**config.mk**
```make
export PLATFORM = sky130hd
export DESIGN_NAME = palette_ram
export DESIGN_NICKNAME = d
export VERILOG_FILES = /design/src/rtl/palette_pkg.sv /design/src/rtl/palette_cycler.sv /design/src/rtl/palette_ram.sv
export SDC_FILE = /design/constraint.sdc
export NUM_CORES = 1
export LEC_CHECK = 0
export BUFFER_PORTS_ARGS = -buffer_cell sky130_fd_sc_hd__buf_2
export CORE_UTILIZATION = 33
export CTS_CLUSTER_DIAMETER = 150
export DETAILED_ROUTE_END_ITERATION = 7
export HOLD_SLACK_MARGIN = 0.06
export SLEW_MARGIN = 0
export SYNTH_ARGS = -nofsm -noshare
export SYNTH_HDL_FRONTEND = slang
export SYNTH_SLANG_ARGS = --single-unit
```
**constraint.sdc**
```tcl
create_clock -name Clk -period 5.6 [get_ports Clk]
set_input_delay 0.56 -clock Clk [delete_from_list [all_inputs] [get_ports Clk]]
set_output_delay 0.56 -clock Clk [all_outputs]
set_load 0.05 [all_outputs]
```
**src/rtl/palette_pkg.sv**
```systemverilog
// Shared defaults, colour type and power-on palette for the palette lookup block.
package palette_pkg;

    localparam int DEF_IDX_W      = 5;
    localparam int DEF_RGB_W      = 24;
    localparam int DEF_CYC_PERIOD = 4;
    localparam int DEFAULT_DEPTH  = 2 ** DEF_IDX_W;

    typedef logic [DEF_RGB_W-1:0] rgb_t;

    localparam rgb_t DEFAULT_PALETTE [DEFAULT_DEPTH] = '{
        0:       24'h800080,
        8:       24'hf81d12,
        16:      24'h996633,
        default: 24'h000000
    };

    // Tables deeper than the default palette fill their extra entries with black.
    function automatic rgb_t default_entry(input int unsigned i);
        if (i < DEFAULT_DEPTH) begin
            return DEFAULT_PALETTE[i[DEF_IDX_W-1:0]];
        end
        return '0;
    endfunction

endpackage

```
**src/rtl/palette_cycler.sv**
```systemverilog
// Colour-cycle offset counter and read-index remap; only built with PALETTE_CYCLE_EN.
module palette_cycler
    import palette_pkg::*;
#(
    parameter int IDX_W      = DEF_IDX_W,
    parameter int CYC_PERIOD = DEF_CYC_PERIOD
) (
    input  logic             clk,
    input  logic             reset_n,
    input  logic             frame_start,
    input  logic [IDX_W-1:0] cyc_lo,
    input  logic [IDX_W-1:0] cyc_hi,
    input  logic [IDX_W-1:0] index,
    output logic [IDX_W-1:0] remap_idx
);

    localparam int FRAME_W = (CYC_PERIOD > 1) ? $clog2(CYC_PERIOD) : 1;
    localparam logic [FRAME_W-1:0] FRAME_LAST = FRAME_W'(CYC_PERIOD - 1);

    logic [FRAME_W-1:0] frame_cnt;
    logic [IDX_W-1:0]   off;
    logic [IDX_W:0]     len;
    logic [IDX_W:0]     off_inc;
    logic [IDX_W:0]     sum;
    logic               range_ok;
    logic               in_range;
    logic               step;

    // len is one bit wider so a full-table range (len = 2**IDX_W) is representable.
    always_comb begin
        range_ok  = (cyc_hi >= cyc_lo);
        len       = {1'b0, cyc_hi} - {1'b0, cyc_lo} + (IDX_W+1)'(1);
        step      = frame_start && (frame_cnt == FRAME_LAST);
        off_inc   = {1'b0, off} + (IDX_W+1)'(1);
        sum       = {1'b0, index - cyc_lo} + {1'b0, off};
        if (sum >= len) begin
            sum = sum - len;
        end
        in_range  = range_ok && (index >= cyc_lo) && (index <= cyc_hi);
        remap_idx = in_range ? (cyc_lo + sum[IDX_W-1:0]) : index;
    end

    always_ff @(posedge clk) begin
        if (!reset_n) begin
            frame_cnt <= '0;
            off       <= '0;
        end else begin
            if (frame_start) begin
                frame_cnt <= (frame_cnt == FRAME_LAST) ? '0 : frame_cnt + FRAME_W'(1);
            end
            // A shrunk or inverted range clears a stale offset before it can be stepped.
            if (!range_ok || ({1'b0, off} >= len)) begin
                off <= '0;
            end else if (step) begin
                off <= (off_inc == len) ? '0 : off_inc[IDX_W-1:0];
            end
        end
    end

endmodule

```
**src/rtl/palette_ram.sv**
```systemverilog
// Registered palette lookup with colour key; colour cycling enabled by PALETTE_CYCLE_EN.
module palette_ram
    import palette_pkg::*;
#(
    parameter int IDX_W           = DEF_IDX_W,
    parameter int RGB_W           = DEF_RGB_W,
    parameter int TRANSPARENT_IDX = 0,
    parameter int CYC_PERIOD      = DEF_CYC_PERIOD
) (
    input  logic             Clk,
    input  logic             Reset_n,
    input  logic             pix_valid,
    input  logic [IDX_W-1:0] index,
    input  logic             wr_en,
    input  logic [IDX_W-1:0] wr_addr,
    input  logic [RGB_W-1:0] wr_data,
    input  logic             frame_start,
    input  logic [IDX_W-1:0] cyc_lo,
    input  logic [IDX_W-1:0] cyc_hi,
    output logic [RGB_W-1:0] RGB,
    output logic             RGB_valid,
    output logic             transparent
);

    localparam int DEPTH = 2 ** IDX_W;
    localparam logic [IDX_W-1:0] KEY_IDX = IDX_W'(TRANSPARENT_IDX);

    logic [RGB_W-1:0] pal_mem [DEPTH];
    logic [IDX_W-1:0] eff_idx;

`ifdef PALETTE_CYCLE_EN
    palette_cycler #(
        .IDX_W      (IDX_W),
        .CYC_PERIOD (CYC_PERIOD)
    ) u_cycler (
        .clk         (Clk),
        .reset_n     (Reset_n),
        .frame_start (frame_start),
        .cyc_lo      (cyc_lo),
        .cyc_hi      (cyc_hi),
        .index       (index),
        .remap_idx   (eff_idx)
    );
`else
    logic unused_cycle_inputs;
    assign unused_cycle_inputs = ^{frame_start, cyc_lo, cyc_hi};
    assign eff_idx = index;
`endif

    // Reset reloads the palette and drops any write or lookup on the same edge.
    always_ff @(posedge Clk) begin
        if (!Reset_n) begin
            for (int i = 0; i < DEPTH; i++) begin
                pal_mem[i] <= RGB_W'(default_entry(i));
            end
            RGB         <= '0;
            RGB_valid   <= 1'b0;
            transparent <= 1'b0;
        end else begin
            if (wr_en) begin
                pal_mem[wr_addr] <= wr_data;
            end
            if (pix_valid) begin
                RGB         <= (wr_en && (wr_addr == eff_idx)) ? wr_data : pal_mem[eff_idx];
                RGB_valid   <= 1'b1;
                transparent <= (index == KEY_IDX);
            end else begin
                RGB_valid   <= 1'b0;
                transparent <= 1'b0;
            end
        end
    end

endmodule

```
==> impl_results.md, run 1 <==
* Tot Pwr at 13100 µW
* Syn Nets at 2513
* Top cell type's share of synthesized area at 0.633
* Final wirelength at 104000 µm
* Max-cap violations at 0
* Critical Setup Path Class: primary input to register
* Setup TNS at 0 ns
* Sw frac at 0.234
* Largest net degree at the start of global routing at 84
* All-Layer GR Usage at 0.185
* Cts hold-fix bufs at 0
* DRT Pass-1 Iters at 5
* RR Startpoint: pal_mem[16][20]
* Worst vdd ir at 212 µV
* Reg2reg path depth at 4
* Pwr dens at approximately 320 nW/µm²
* Netlist Area Pre-Place at 36400 µm²
* Library cells used by synthesis at 56
* RSZ-0062 raised after global routing: false
* GR Overflow Total at 0
* Post-cts resize count at 0
* Register area share after synthesis at 0.647
* First-pass GRT wire length at ~150000 µm
* Port bufs at 63
* Crit. Startpoint: index[0]
* Final Setup Violations at 0
* Crit path launch type: primary input
* Post-CTS Repair Setup Buffers at 0
* Ports at 75
* Residual DRC at 0
* P&R area growth vs syn at 11.5%
* Commonest cells after routing, fill and taps aside: 768 x edfxtp_1, 740 x and2_1, 146 x mux4_2
* Slew Limit Fails at 0
* Lkg Pwr at 0.0139 µW
* Total die area at between 100000 and 150000 µm²
* Reg2reg end: RGB[20]
* Combinational power share at 0.083
* Crit. End Element: register
* Final antenna-violating net count at 0
* Worst-Skew Late Latency at 0.64 ns
* Post-Route Skew at 0.0332 ns
* Chip Width at roughly 330 µm
* Worst-path fanout max at just over 80
* Synth area leader: edfxtp_1
* CTS tree: done
* Worst relative slew slack at 0.129
* Fin crit share at 0.516
* DR vias at 21200
* Reg power frac at 0.529
* Vias per cell at around 5.3
* Clk pwr share at 0.389
* Root buffer cell: clkbuf_16
* Highest Clock Rate at between 300 and 400 MHz
* Most common cell after layout, fill and taps aside: edfxtp_1
* Fin. Hold Viols at 0
* Post-route minimum period at approximately 2.9 ns
* Tightest Pin Transition at 1.30 ns
* Filler Cells Inserted at 10100
* Core box area at about 110000 µm²
* CP Data Required Time at 6.12 ns
* # rows at ~120
* Sinks on the clock net at 794
* Capture point of the worst path: RGB[20]
* Initial antenna violation count at 11
* Num CTS Buffers at 80
* Vias in the first global route at 21400
* Layout Utilization at 0.372
* Crit path arrival time at approximately 3.4 ns
* Final nets at 2500
* Wire per inst at roughly 26 µm
* Syn_area_per_cell at 14.8 µm²
* Synthesized instance count at 2464
* P_sw at approximately 3100 µW
* GPL Wtd Cong at 0.860
* Hold Crit Class: primary input to register
* Status: completed
* DP HPWL at 62200 µm
* CTS H-Tree Depth at 3
* P_int at 10000 µW
* Height of the die at 334 µm
* Fraction of layout cells with a size suffix above 1 at 0.180
* Top area cells in the synthesized netlist: edfxtp_1 63%, and2_1 13%, mux4_2 9.0%, mux2i_1 2.4%, clkbuf_1 1.7%
* Clock slew at reported path FFs at 0.06 ns
* Clock Tree Buf Depth at 3
* Post-synthesis register bit count at slightly below 800
* Initial Util at 0.334
* Reg-to-reg slack, setup at 3.43 ns
* Total number of yosys warnings at 0
* DRT iter0 DRCs at between 2000 and 2500
cell usage after synthesis (all sizes together):
master,instances
a2111oi,10
a211oi,1
a21o,5
a21oi,19
a311o,1
a31oi,9
a32o,5
a32oi,9
and2,740
and3,12
and4,1
buf,68
clkbuf,166
dfxtp,26
edfxtp,768
inv,8
mux2,17
mux2i,88
mux4,146
nand2,63
nand2b,1
nand3,7
nand3b,8
nand4,1
nor2,66
nor2b,2
nor3,3
nor3b,2
nor4,11
o2111a,5
o21ai,41
o221ai,28
o22ai,52
o311ai,1
o31a,9
o31ai,14
o41a,1
o41ai,1
or2,7
or3,32
or3b,5
xnor2,3
xor2,2
registers in the layout (all words and copies together) (netlist names):
name and count:
pal_mem 768, RGB 24, RGB_valid 1, transparent 1
worst max-delay path: stages:
cell and delay [ns]:
buf_8 0.64, buf_12 0.40, mux4_2 0.54, a2111oi_0 0.79, a32oi_1 0.23, o31a_1 0.16
metal layers:
metal | global-route usage | up-vias | part of all wire
met4 | 0.0745 | 10 | 0.039
met1 | 0.243 | 10900 | 0.40
met2 | 0.304 | 963 | 0.47
met5 | 0 | - | 0.00061
li1 | - | 9106 | -
met3 | 0.0327 | 199 | 0.088
final cells by class:
cell class	count	area [µm²]	share of cell area
flip-flops and latches	794	23600	0.581
multi-input cells	1428	11800	0.290
clock buffers	112	2170	0.0535
well taps	1476	1850	0.0455
repair buffers	139	930	0.0229
clock inverters	34	246	0.00607
inverters	8	30.0	0.000739
diodes	4	10.0	0.000246
worst min-delay path by stage:
stage	start	endpoint	slack (ns)	depth (start not counted)
global placement	RGB[15]	RGB[15]	0.53	2
floorplan	wr_data[6]	RGB[6]	0.71	2
detailed placement	RGB[1]	RGB[1]	0.53	2
finish	pix_valid	RGB[21]	0.41	2
global route	pix_valid	RGB[21]	0.43	2
CTS	pix_valid	RGB[21]	0.35	2
power by group through the flow:
| stage | combinational, µW | sequential [µW] | clock, µW |
|---|---|---|---|
| final | 1080 | 6930 | 5090 |
| after global routing | 1130 | 6950 | 5360 |
| after CTS | 1080 | 6930 | 5160 |
| after detailed placement | 1080 | 7050 | 0 |
| after global placement | 1070 | 7030 | 0 |
| after floorplan | 637 | 7070 | 0 |
per-stage QoR:
| step | setup slack, ns | hold WS, ns | cell area (µm²) | std cells |
|---|---|---|---|---|
| 3_3_place_gp | 2.11 | 0.533 | 38200 | 3845 |
| 2_1_floorplan | 1.90 | 0.712 | 36400 | 2464 |
| 6_report | 2.71 | 0.411 | 40600 | 3995 |
| 4_1_cts | 2.74 | 0.351 | 40600 | 3991 |
| 5_1_grt | 2.55 | 0.431 | 40600 | 3991 |
| 3_5_place_dp | 2.07 | 0.533 | 38200 | 3845 |
cells by family (layout without fill, tap and decap cells):
kind of cell    Yosys count  count (layout)  share of synthesized area
flops                   794             794                      0.647
compound gates          211             211                     0.0409
simple gates            961             961                      0.157
buf+inv                 242             293                     0.0326
mux                     251             251                      0.120
xor+xnor                  5               5                    0.00182
other cells               0               4                          0
No activity file was read; power rests on OpenSTA's default activity.
==> run 2, diff against run 1 <==
- ABC_AREA: unset -> 1
- clock period: 5.6 -> 2.6 ns (I/O delays scaled with it)
==> run 2 against run 1 <==
  * Wire length up 4.7%
  * Critical path depth up 1
  * Final cell count up 30%
  * Synthesized area down 2.5%
  * First-iteration DRC count up 31%
  * Global-route usage up 1.3 points
  * Sequential power up 120%
  * Cell area up 0.74%
  * Die area down 2.5%
  * Clock skew down 0.016 ns
  * Clock-buffer cell count up 4
  * Critical endpoint is now RGB[9]
  * Largest cell class unchanged
==> impl_results.md, run 2 <==
* Status: completed (unchanged)
* Combinational power share at 0.093 (was 0.083)
* Crit path arrival time at 2.31 ns (was 3.41 ns)
* Max-cap violations at 0 (unchanged)
* Reg power frac at 0.511 (was 0.529)
* Critical Setup Path Class: register to register (was primary input to register)
* Crit path launch type: register (was primary input)
* P_int at 22100 µW (was 10000 µW)
* Tightest Pin Transition at 0.948 ns (was 1.30 ns)
* Worst relative slew slack at 0.367 (was 0.129)
* Post-Route Skew at 0.0171 ns (was 0.0332 ns)
* Register Area at 23600 µm² (unchanged)
* GR Overflow Total at 0 (unchanged)
* Largest net degree at the start of global routing at 81 (was 84)
* Residual DRC at 0 (unchanged)
* CP delay by family, top: simple AND/OR/NAND/NOR gates (was compound AO/OA/AOI/OAI gates)
* Final antenna-violating net count at 0 (unchanged)
* Register area share after synthesis at 0.664 (was 0.647)
* Hold Crit Class: primary input to register (unchanged)
* Slowest cell on the critical path: o211ai_1 (was a2111oi_0)
* Crit. End Element: register (unchanged)
* Tot Pwr at 29100 µW (was 13100 µW)
* Final wirelength at 109000 µm (was 104000 µm)
* Slew Limit Fails at 0 (unchanged)
* Core box area at 106000 µm² (was 109000 µm²)
* Fin crit share at 0.676
* Largest regs: pal_mem: 768 flops, RGB: 24 flops (unchanged)
* DRT Pass-1 Iters at 6 (was 5)
* Setup TNS at 0 ns (unchanged)
* DR vias at 26700 (was 21200)
* Top area cells in the synthesized netlist: edfxtp_1 65%, nand2_1 11%, nor2_1 8.9%, nand3_1 5.2%, a21oi_1 2.1% (was edfxtp_1 63%, and2_1 13%, mux4_2 9.0%, mux2i_1 2.4%, clkbuf_1 1.7%)
* Chip Width at 330 µm (was 334 µm)
* Clock Tree Buf Depth at 3 (unchanged)
* Reg-to-reg slack, setup at 0.84 ns (was 3.43 ns)
* Ports at 75 (unchanged)
* Post-synth EDFFs at 768 (unchanged)
* GPL Wtd Cong at 0.907 (was 0.860)
* Library cells used by synthesis at 26 (was 56)
* Fin. Hold Viols at 0 (unchanged)
* Port bufs at 63 (unchanged)
* CTS tree: done (unchanged)
* Most flop-heavy register: pal_mem (unchanged)
* Setup ws final at 0.841 ns (was 2.71 ns)
* Syn Nets at 3734 (was 2513)
* Synthesized instance count at 3685 (was 2464)
* Sinks on the clock net at 794 (unchanged)
* Wire per inst at 21.0 µm (was 26.0 µm)
* Total number of yosys warnings at 0 (unchanged)
* Total die area at 109000 µm² (was 112000 µm²)
* Multi-input logic area at 10500 µm² (was 11800 µm²)
* Height of the die at 330 µm (was 334 µm)
* Post-synth top flop: edfxtp_1 (unchanged)
* Fraction of registers with async set/reset at 0 (unchanged)
* Pwr dens at 712 nW/µm² (was 322 nW/µm²)
* RSZ-0062 raised after global routing: false (unchanged)
* Worst-path fanout max at 1 (was 83)
* Most common cell after layout, fill and taps aside: nand2_1 (was edfxtp_1)
* Syn_area_per_cell at 9.64 µm² (was 14.8 µm²)
* CTS H-Tree Depth at 3 (unchanged)
* Synth area leader: edfxtp_1 (unchanged)
* Root buffer cell: clkbuf_16 (unchanged)
* Sw frac at 0.242 (was 0.234)
* Top cell type's share of synthesized area at 0.649 (was 0.633)
* Highest Clock Rate at between 500 and 600 MHz
* Vias in the first global route at 25200 (was 21400)
* Most common cell on crit path: nand2_1
* Count leader, synth: nand2_1 (was edfxtp_1)
* Critical-path cell list: nand2_1, a21boi_0, o211ai_1, nand3_1, nand2_1, nand2_1, a21oi_1 (was buf_8, buf_12, mux4_2, a2111oi_0, a32oi_1, o31a_1)
* DP HPWL at 65700 µm (was 62200 µm)
* All-Layer GR Usage at 0.198 (was 0.185)
* Fraction of layout cells with a size suffix above 1 at 0.103 (was 0.180)
* Num CTS Buffers at 80 (unchanged)
* Most frequent cells after synthesis: 1068 x nand2_1, 838 x nor2_1, 768 x edfxtp_1 (was 768 x edfxtp_1, 740 x and2_1, 165 x clkbuf_1)
* Crit path buf inv count at 0 (was 2)
* Filler Cells Inserted at 10400 (was 10100)
* Final Setup Violations at 0 (unchanged)
* Netlist Area Pre-Place at 35500 µm² (was 36400 µm²)
* P_sw at 7060 µW (was 3060 µW)
* DRT iter0 DRCs at 2901 (was 2209)
* Lkg Pwr at 0.0161 µW (was 0.0139 µW)
* Largest stage delay, worst path at 0.40 ns (was 0.79 ns)
* Vias per cell at 5.15 (was 5.30)
* Setup WS pre-CTS at 0.399 ns (was 2.07 ns)
* Max reg flops at 768 (unchanged)
* Layout Utilization at 0.386 (was 0.372)
* CP Data Required Time at 3.16 ns (was 6.12 ns)
* Initial Util at 0.335 (was 0.334)
* P&R area growth vs syn at 15.2% (was 11.5%)
* Post-synthesis register bit count at 794 (unchanged)
* Post-route minimum period at 1.76 ns
* Commonest cells after routing, fill and taps aside: 1068 x nand2_1, 838 x nor2_1, 768 x edfxtp_1 (was 768 x edfxtp_1, 740 x and2_1, 146 x mux4_2)
* Final nets at 3787 (was 2500)
* # rows at 119 (was 121)
* Initial antenna violation count at 5 (was 11)
* Clock slew at reported path FFs at 0.06 ns (about the same)
* Worst-Skew Late Latency at 0.64 ns (about the same)
* First-pass GRT wire length at 161000 µm (was 150000 µm)
* Worst vdd ir at 434 µV (was 212 µV)
* Post-cts resize count at 0 (unchanged)
* Clk pwr share at 0.396 (was 0.389)
[run 2: changes by cell type in the layout (fill, tap and decap cells not counted), moves of 31 or more]
cell	previous run	this run
nand2_1	62	1068
nor2_1	64	838
and2_1	740	0
nand3_1	6	369
mux4_2	146	0
a21oi_1	18	146
buf_4	75	169
mux2i_1	88	0
o21ai_0	9	61
o22ai_1	52	3
or3_1	32	0
inv_1	7	38
o21ai_2	31	0
[run 2: final cells by class]
cell class / count / area share
Sequential cell: 794 / 0.576
Multi-Input combinational cell: 2544 / 0.257
Timing Repair Buffer: 275 / 0.0571
Clock buffer: 116 / 0.0565
Tap cell: 1391 / 0.0425
Clock inverter: 28 / 0.00645
Inverter: 43 / 0.00419
Antenna cell: 3 / 0.000183
[run 2: final timing paths]
check / start / endpoint / cells after the start
max reg2reg: pal_mem[27][9] / RGB[9] / 7
min: Reset_n / RGB[8] / 4
min reg2reg: RGB[19] / RGB[19] / 2
max: pal_mem[27][9] / RGB[9] / 7
[run 2: kinds of logic after synthesis]
| logic type | after synthesis | share of synthesized area |
|---|---|---|
| buffers and inverters | 347 | 0.0405 |
| DFF | 794 | 0.664 |
| xor gates and xnor gates | 1 | 0.000247 |
| and+or+nand+nor | 2304 | 0.259 |
| AOI/OAI and AO/OA | 239 | 0.0358 |
[run 2: worst register-to-register path: stages, from the launching register on]
cell and delay, ns:
edfxtp_1 0.33, nand2_1 0.06, a21boi_0 0.13, o211ai_1 0.40, nand3_1 0.36, nand2_1 0.19
nand2_1 0.08, a21oi_1 0.14
[run 2: timing repair]
| action | 4_1_cts | 5_1_grt |
|---|---|---|
| setup buffers | 0 | 0 |
| endpoints found under the hold margin | 15 | 0 |
| hold buffers | 15 | 0 |
[run 2: power by group through the flow]
stage / clock network, µW / registers (µW) / logic [µW]
floorplan: 0 / 15200 / 1430
global placement: 0 / 15100 / 2630
detailed placement: 0 / 15200 / 2650
CTS: 11700 / 14900 / 2680
global route: 12200 / 14900 / 2900
finish: 11500 / 14900 / 2700
[run 2: metal layers]
layer / share of wire / global-route usage / wire, µm / vias to the layer above
li1: - / - / - / 12400
met1: 0.41 / 0.266 / 44800 / 13100
met2: 0.47 / 0.317 / 50600 / 1091
met3: 0.092 / 0.0453 / 9990 / 194
met4: 0.031 / 0.0634 / 3420 / 4
met5: 0.00025 / 0 / 27 / -
[run 2: per-stage QoR]
| stage | hold WS (ns) | cell area [µm²] | cells |
|---|---|---|---|
| 3_5_place_dp | 0.517 | 38200 | 5032 |
| 2_1_floorplan | 0.458 | 35500 | 3685 |
| 4_1_cts | 0.102 | 40900 | 5191 |
| 5_1_grt | 0.134 | 40900 | 5191 |
| 3_3_place_gp | 0.511 | 38200 | 5032 |
| 6_report | 0.141 | 40900 | 5194 |
